[src/rtl/tdc_multichan_fine_encoder.sv]
// Multi-channel carry-chain TDC front end: samples tap vectors, converts them to
// ones-count fine codes with coarse stamps, and merges events round-robin onto one stream.
`timescale 1ns/1ps
module tdc_multichan_fine_encoder #(
    parameter int NCHAN    = 2,
    parameter int NTAPS    = 340,
    parameter int FINE_W   = 9,
    parameter int COARSE_W = 16,
    parameter int CH_W     = 1
) (
    input  logic                   clk,
    input  logic                   rst,
    input  logic                   en,
    input  logic [NCHAN*NTAPS-1:0] taps,
    input  logic                   ovf_clr,
    input  logic                   out_ready,
    output logic                   out_valid,
    output logic [CH_W-1:0]        out_chan,
    output logic [FINE_W-1:0]      out_fine,
    output logic [COARSE_W-1:0]    out_coarse,
    output logic                   out_sat,
    output logic [NCHAN-1:0]       ovf
);
    localparam int NGRP = (NTAPS + 3) / 4;
    localparam int NPAD = NGRP * 4;

    logic [COARSE_W-1:0] coarse_reg;
    logic [COARSE_W-1:0] c1_reg, c2_reg, ca_reg, cb_reg;
    logic                vld1_reg, vld2_reg;

    // Candidate event per channel: the pending entry if any, else the fresh one.
    logic [NCHAN-1:0]    cand_vld;
    logic [FINE_W-1:0]   cand_fine   [NCHAN];
    logic [COARSE_W-1:0] cand_coarse [NCHAN];
    logic [NCHAN-1:0]    cand_sat;

    logic                load;
    logic                gnt_vld;
    logic [CH_W-1:0]     gnt_idx;
    logic [CH_W-1:0]     idx;
    logic [CH_W-1:0]     ptr_reg, ptr_next;

    logic                out_valid_reg, out_sat_reg;
    logic [CH_W-1:0]     out_chan_reg;
    logic [FINE_W-1:0]   out_fine_reg;
    logic [COARSE_W-1:0] out_coarse_reg;

    // The coarse stamp is shared by all channels because they capture in lockstep.
    always_ff @(posedge clk) begin
        if (rst) begin
            coarse_reg <= '0;
            c1_reg     <= '0;
            c2_reg     <= '0;
            ca_reg     <= '0;
            cb_reg     <= '0;
            vld1_reg   <= 1'b0;
            vld2_reg   <= 1'b0;
        end else begin
            coarse_reg <= coarse_reg + 1'b1;
            c1_reg     <= coarse_reg;
            c2_reg     <= c1_reg;
            ca_reg     <= c2_reg;
            cb_reg     <= ca_reg;
            vld1_reg   <= 1'b1;
            vld2_reg   <= vld1_reg;
        end
    end

    assign load = ~out_valid_reg | out_ready;

    generate
        for (genvar gi = 0; gi < NCHAN; gi++) begin : g_chan
            logic [NTAPS-1:0]    s1_reg, s2_reg;
            logic [NPAD-1:0]     s2_zero_pad, s2_one_pad;
            logic                prev_reg, ev_a_reg, ev_b_reg, sat_b_reg;
            logic [2:0]          grp_sum_reg [NGRP];
            logic [NGRP-1:0]     grp_all_reg;
            logic [FINE_W-1:0]   fine_b_reg, fine_next;
            logic                pend_full_reg, pend_sat_reg, ovf_reg;
            logic [FINE_W-1:0]   pend_fine_reg;
            logic [COARSE_W-1:0] pend_coarse_reg;
            logic                hit, pop, drop;

            // Padding taps count as 0 for the sum and as 1 for saturation.
            always_comb begin
                s2_zero_pad              = '0;
                s2_zero_pad[NTAPS-1:0]   = s2_reg;
                s2_one_pad               = '1;
                s2_one_pad[NTAPS-1:0]    = s2_reg;
            end

            always_comb begin
                fine_next = '0;
                for (int g = 0; g < NGRP; g++) begin
                    fine_next = fine_next + FINE_W'(grp_sum_reg[g]);
                end
            end

            // prev_reg holds 1 until the first real sample reaches s2, so a line
            // already high at reset release is not mistaken for an edge.
            always_ff @(posedge clk) begin
                if (rst) begin
                    s1_reg      <= '0;
                    s2_reg      <= '0;
                    prev_reg    <= 1'b1;
                    ev_a_reg    <= 1'b0;
                    ev_b_reg    <= 1'b0;
                    grp_all_reg <= '0;
                    fine_b_reg  <= '0;
                    sat_b_reg   <= 1'b0;
                    for (int g = 0; g < NGRP; g++) begin
                        grp_sum_reg[g] <= '0;
                    end
                end else begin
                    s1_reg   <= taps[gi*NTAPS +: NTAPS];
                    s2_reg   <= s1_reg;
                    if (vld2_reg) begin
                        prev_reg <= s2_reg[0];
                    end
                    ev_a_reg <= en & vld2_reg & s2_reg[0] & ~prev_reg;
                    for (int g = 0; g < NGRP; g++) begin
                        grp_sum_reg[g] <= {2'b00, s2_zero_pad[4*g]}   + {2'b00, s2_zero_pad[4*g+1]}
                                        + {2'b00, s2_zero_pad[4*g+2]} + {2'b00, s2_zero_pad[4*g+3]};
                        grp_all_reg[g] <= &s2_one_pad[4*g +: 4];
                    end
                    ev_b_reg   <= ev_a_reg;
                    fine_b_reg <= fine_next;
                    sat_b_reg  <= &grp_all_reg;
                end
            end

            assign hit  = load & gnt_vld & (gnt_idx == CH_W'(gi));
            assign pop  = hit & pend_full_reg;
            assign drop = ev_b_reg & pend_full_reg & ~pop;

            always_ff @(posedge clk) begin
                if (rst) begin
                    pend_full_reg   <= 1'b0;
                    pend_fine_reg   <= '0;
                    pend_coarse_reg <= '0;
                    pend_sat_reg    <= 1'b0;
                    ovf_reg         <= 1'b0;
                end else begin
                    if (pend_full_reg) begin
                        if (ev_b_reg && pop) begin
                            pend_fine_reg   <= fine_b_reg;
                            pend_coarse_reg <= cb_reg;
                            pend_sat_reg    <= sat_b_reg;
                        end else if (pop) begin
                            pend_full_reg <= 1'b0;
                        end
                    end else if (ev_b_reg && !hit) begin
                        pend_full_reg   <= 1'b1;
                        pend_fine_reg   <= fine_b_reg;
                        pend_coarse_reg <= cb_reg;
                        pend_sat_reg    <= sat_b_reg;
                    end
                    if (drop) begin
                        ovf_reg <= 1'b1;
                    end else if (ovf_clr) begin
                        ovf_reg <= 1'b0;
                    end
                end
            end

            assign cand_vld[gi]    = pend_full_reg | ev_b_reg;
            assign cand_fine[gi]   = pend_full_reg ? pend_fine_reg   : fine_b_reg;
            assign cand_coarse[gi] = pend_full_reg ? pend_coarse_reg : cb_reg;
            assign cand_sat[gi]    = pend_full_reg ? pend_sat_reg    : sat_b_reg;
            assign ovf[gi]         = ovf_reg;
        end
    endgenerate

    // Round-robin search starting at the pointer.
    always_comb begin
        gnt_vld = 1'b0;
        gnt_idx = '0;
        idx     = '0;
        for (int k = 0; k < NCHAN; k++) begin
            idx = CH_W'((int'(ptr_reg) + k) % NCHAN);
            if (!gnt_vld && cand_vld[idx]) begin
                gnt_vld = 1'b1;
                gnt_idx = idx;
            end
        end
        ptr_next = CH_W'((int'(gnt_idx) + 1) % NCHAN);
    end

    always_ff @(posedge clk) begin
        if (rst) begin
            out_valid_reg  <= 1'b0;
            out_chan_reg   <= '0;
            out_fine_reg   <= '0;
            out_coarse_reg <= '0;
            out_sat_reg    <= 1'b0;
            ptr_reg        <= '0;
        end else if (load) begin
            out_valid_reg <= gnt_vld;
            if (gnt_vld) begin
                out_chan_reg   <= gnt_idx;
                out_fine_reg   <= cand_fine[gnt_idx];
                out_coarse_reg <= cand_coarse[gnt_idx];
                out_sat_reg    <= cand_sat[gnt_idx];
                ptr_reg        <= ptr_next;
            end
        end
    end

    assign out_valid  = out_valid_reg;
    assign out_chan   = out_chan_reg;
    assign out_fine   = out_fine_reg;
    assign out_coarse = out_coarse_reg;
    assign out_sat    = out_sat_reg;

endmodule
[config.mk]
export PLATFORM = sky130hd
export DESIGN_NAME = tdc_multichan_fine_encoder
export DESIGN_NICKNAME = d
export VERILOG_FILES = /design/src/rtl/tdc_multichan_fine_encoder.sv
export SDC_FILE = /design/constraint.sdc
export NUM_CORES = 2
export LEC_CHECK = 0
export CAP_MARGIN = 20
export CORE_MARGIN = 2
export CORE_UTILIZATION = 52
export CTS_BUF_LIST = sky130_fd_sc_hd__clkbuf_4
export DETAILED_ROUTE_END_ITERATION = 6
export GPL_TIMING_DRIVEN = 0
export PLACE_DENSITY = 0.82
export SYNTH_ARGS = -nofsm -noshare
export SYNTH_HDL_FRONTEND = slang
export SYNTH_SLANG_ARGS = --single-unit
[constraint.sdc]
create_clock -name clk -period 7.6 [get_ports clk]
set_clock_uncertainty 0.1 [all_clocks]
set_input_delay 0.76 -clock clk [delete_from_list [all_inputs] [get_ports clk]]
set_output_delay 0.76 -clock clk [all_outputs]
set_load 0.02 [all_outputs]
==> flow_summary.ini <==
[outcome]
status = completed

[grt]
grt_pass1_wl_um = 391000
gr-usage-met3_pct = 7.33
grt_pass1_vias = 68600
met2_usage_pct = 52.6
grt_use_total_pct = 30.0
grt_max_degree = 17
grt_overflow_total = 0
top_usage_layer = met2
antenna_found_initial = 49
grt.met1_usage_pct = 30.0

[clocking]
cts.clk_slew.worst_paths_ps = 60
cts_tree = built
cts_root_buf = clkbuf_4
cts_num_sinks = 2233
cts_made_buffers = 572
htree_levels = 6
clock_path_buffers = 4
clk_latency_ps = 1420

[final_layout]
nFillCells = 11700
fin_nets = 11900
syn_to_final_growth_pct = 26.7
drive_above_1_share_pct = 9.22
fin_util_pct = 66.4
multi_input_area_um2 = 38400
seq_area_um2 = 44700
instances_no_fill = 12700

[synthesis]
avgSynthCellArea_um2 = 11.3
netlist_area_um2 = 90000
ys.flop_type = dfxtp_1
ys_ff_latch = 2233
synth_area_leader_cell = dfxtp_1
yosys_warnings = 0
synth-async-reset-ratio_pct = 0
syn_nets = 9944
synth_edf_count = 0
synthTopCellsByArea = dfxtp_1, fa_1, nor2b_1, ha_1, inv_1
synth.top_cell.area_share_pct = 49.7
synthCells = 7972
synth_cell_types = 53
synth-seq-area-share_pct = 49.7

[place]
gp_congestion = 0.949
portBuffers = 713
place_inst = 11000
dp_hpwl_um = 178000

[floorplanning]
die_x_um = 420
initial_core_util_pct = 52.4
fp-row-count = 152
die_h_um = 420
fp.coreArea_um2 = 172000
design.die.area_um2 = 176000
design.portCount = 715

[min_path]
hp-class = input port to flip-flop

[sta]
worstMarginPinSlew_ps = 1230
min_period_ps = 7490
setup_violations = 0
slew_headroom_pct = 18.2
maxSlewViolCount = 0
finalCritPeriodShare_pct = 98.5
fin_tns_setup_ps = 0
finalHoldViolCount = 0
rsz0062_at_grt = true
whs_ps = 166
fmax_mhz = 134

[power_and_ir_drop]
power_density_nw_per_um2 = 331
power_w = 0.0378
internal_power_w = 0.0241
switchingPower_w = 0.0137
power.share.sequential_pct = 33.2
combPwrFrac_pct = 39.7
power_leakage_nw = 51.4
switching_share_pct = 36.2
clockPowerShare_pct = 27.2
peakVddDrop_v = 0.00128

[drt]
dr.pass1.iters = 5
wl_per_cell_um = 20.7
drt_iter0_drc = 2722
drt_wl_total_um = 263000
via_per_inst = 4.77
antenna_left = 0
route.detailed.drc = 0
vias = 60400

[critical_path]
crit_type = flip-flop to flip-flop
end_kind = flip-flop
start_kind = flip-flop
worst_ep_arrival_time_ps = 8660
required_ps = 8770
critPathMaxFanout = 3

[job]
maxCapViolCount = 0
[through the flow]
stage	area, um^2	worst slack (ps)
after floorplan	90000	684
after global placement	100000	158
after detailed placement	100000	126
after CTS	114000	45.8
after global routing	114000	-5.31
final	114000	115
[cell families after synthesis]
group                      count (synthesis)  synth area share [%]
and+or+nand+nor                         2352                  16.5
buffers and inverters                   1855                  7.79
DFF                                     2233                  49.7
xor gates and xnor gates                  26                 0.253
muxes                                     84                  1.00
adders and majority gates               1287                  23.8
AOI/OAI and AO/OA                        135                  1.08
[synthesized netlist by cell type (4+ instances only)]
library cell / number
a21oi_1: 34
a22oi_1: 25
a311oi_1: 20
a31o_1: 4
a31o_2: 16
and3_1: 4
and4_1: 170
buf_2: 6
buf_6: 4
clkbuf_1: 273
dfxtp_1: 2233
fa_1: 704
ha_1: 583
inv_1: 1567
mux2_2: 50
mux2i_1: 34
nand2_1: 89
nand3_1: 6
nand4_1: 45
nor2_1: 43
nor2b_1: 1944
nor3_1: 9
nor4_1: 18
nor4b_1: 5
o21ai_0: 9
or3_1: 7
xnor2_1: 25
[power groups by stage]
stage / clock network [W] / registers, W / logic (W)
detailed placement: 0 / 0.0128 / 0.0142
CTS: 0.0102 / 0.0125 / 0.0147
global placement: 0 / 0.0128 / 0.0139
finish: 0.0103 / 0.0125 / 0.0150
global route: 0.0110 / 0.0126 / 0.0167
floorplan: 0 / 0.0127 / 0.00973
[layout make-up]
cell class	count	share of cell area [%]
repair buffers	1403	12.4
diodes	29	0.0636
multi-input cells	3884	33.6
well taps	2310	2.53
inverters	1567	5.16
clock inverters	170	0.904
flip-flops and latches	2233	39.2
plain buffers	288	0.993
clock buffers	784	5.16
[placed cells by master (no fill, tap or decap), types with 29 or more instances in the layout]
master,netlist,final
dfxtp_1,2233,2233
nor2b_1,1944,1942
inv_1,1567,1567
clkbuf_4,0,784
clkdlybuf4s50_1,0,713
fa_1,704,699
dlygate4sd3_1,0,681
ha_1,583,582
clkbuf_1,273,271
and4_1,170,170
clkinv_1,0,108
nand2_1,89,89
mux2_2,50,50
nand4_1,45,45
nor2_1,43,43
mux2i_1,34,34
a21oi_1,34,33
diode_2,0,29
[routing by layer]
| layer | vias to the layer above | part of all wire, % |
|---|---|---|
| met3 | 1009 | 5.1 |
| met1 | 29300 | 35 |
| li1 | 28000 | - |
| met5 | - | 0.055 |
| met4 | 24 | 9.4 |
| met2 | 2066 | 50 |
[timing repair]
item | 4_1_cts | 5_1_grt
setup buffers | 0 | 1
endpoints found under the setup margin | 0 | 5
endpoints found under the hold margin | 682 | 0
gates resized for setup | 0 | 13
hold buffers | 681 | 0
[critical path: stages (launching register included)]
cell and delay, ps:
dfxtp_1 310, inv_1 50, fa_1 500, inv_1 60
fa_1 610, fa_1 480, fa_1 550, inv_1 50
fa_2 560, fa_1 460, fa_1 530, inv_1 60
fa_1 540, fa_1 590, inv_1 70, fa_1 470
inv_1 70, ha_2 210, inv_1 60, fa_1 400
nor2b_2 180, o31a_1 200, o2111ai_1 120, o311ai_1 130
[path summary, 6_finish.rpt]
check / depth (start not counted) / end / startpoint / slack, ps
setup / recovery: 23 / g_chan[1].fine_b_reg[8] / g_chan[1].grp_sum_reg[3][23] / 110
hold / removal: 3 / out_valid / out_ready / 170
setup reg to reg: 23 / g_chan[1].fine_b_reg[8] / g_chan[1].grp_sum_reg[3][23] / 110
hold reg to reg: 1 / g_chan[1].s2_one_pad[210] / g_chan[1].s1_reg[210] / 250
(Power assumes the default switching activity.)
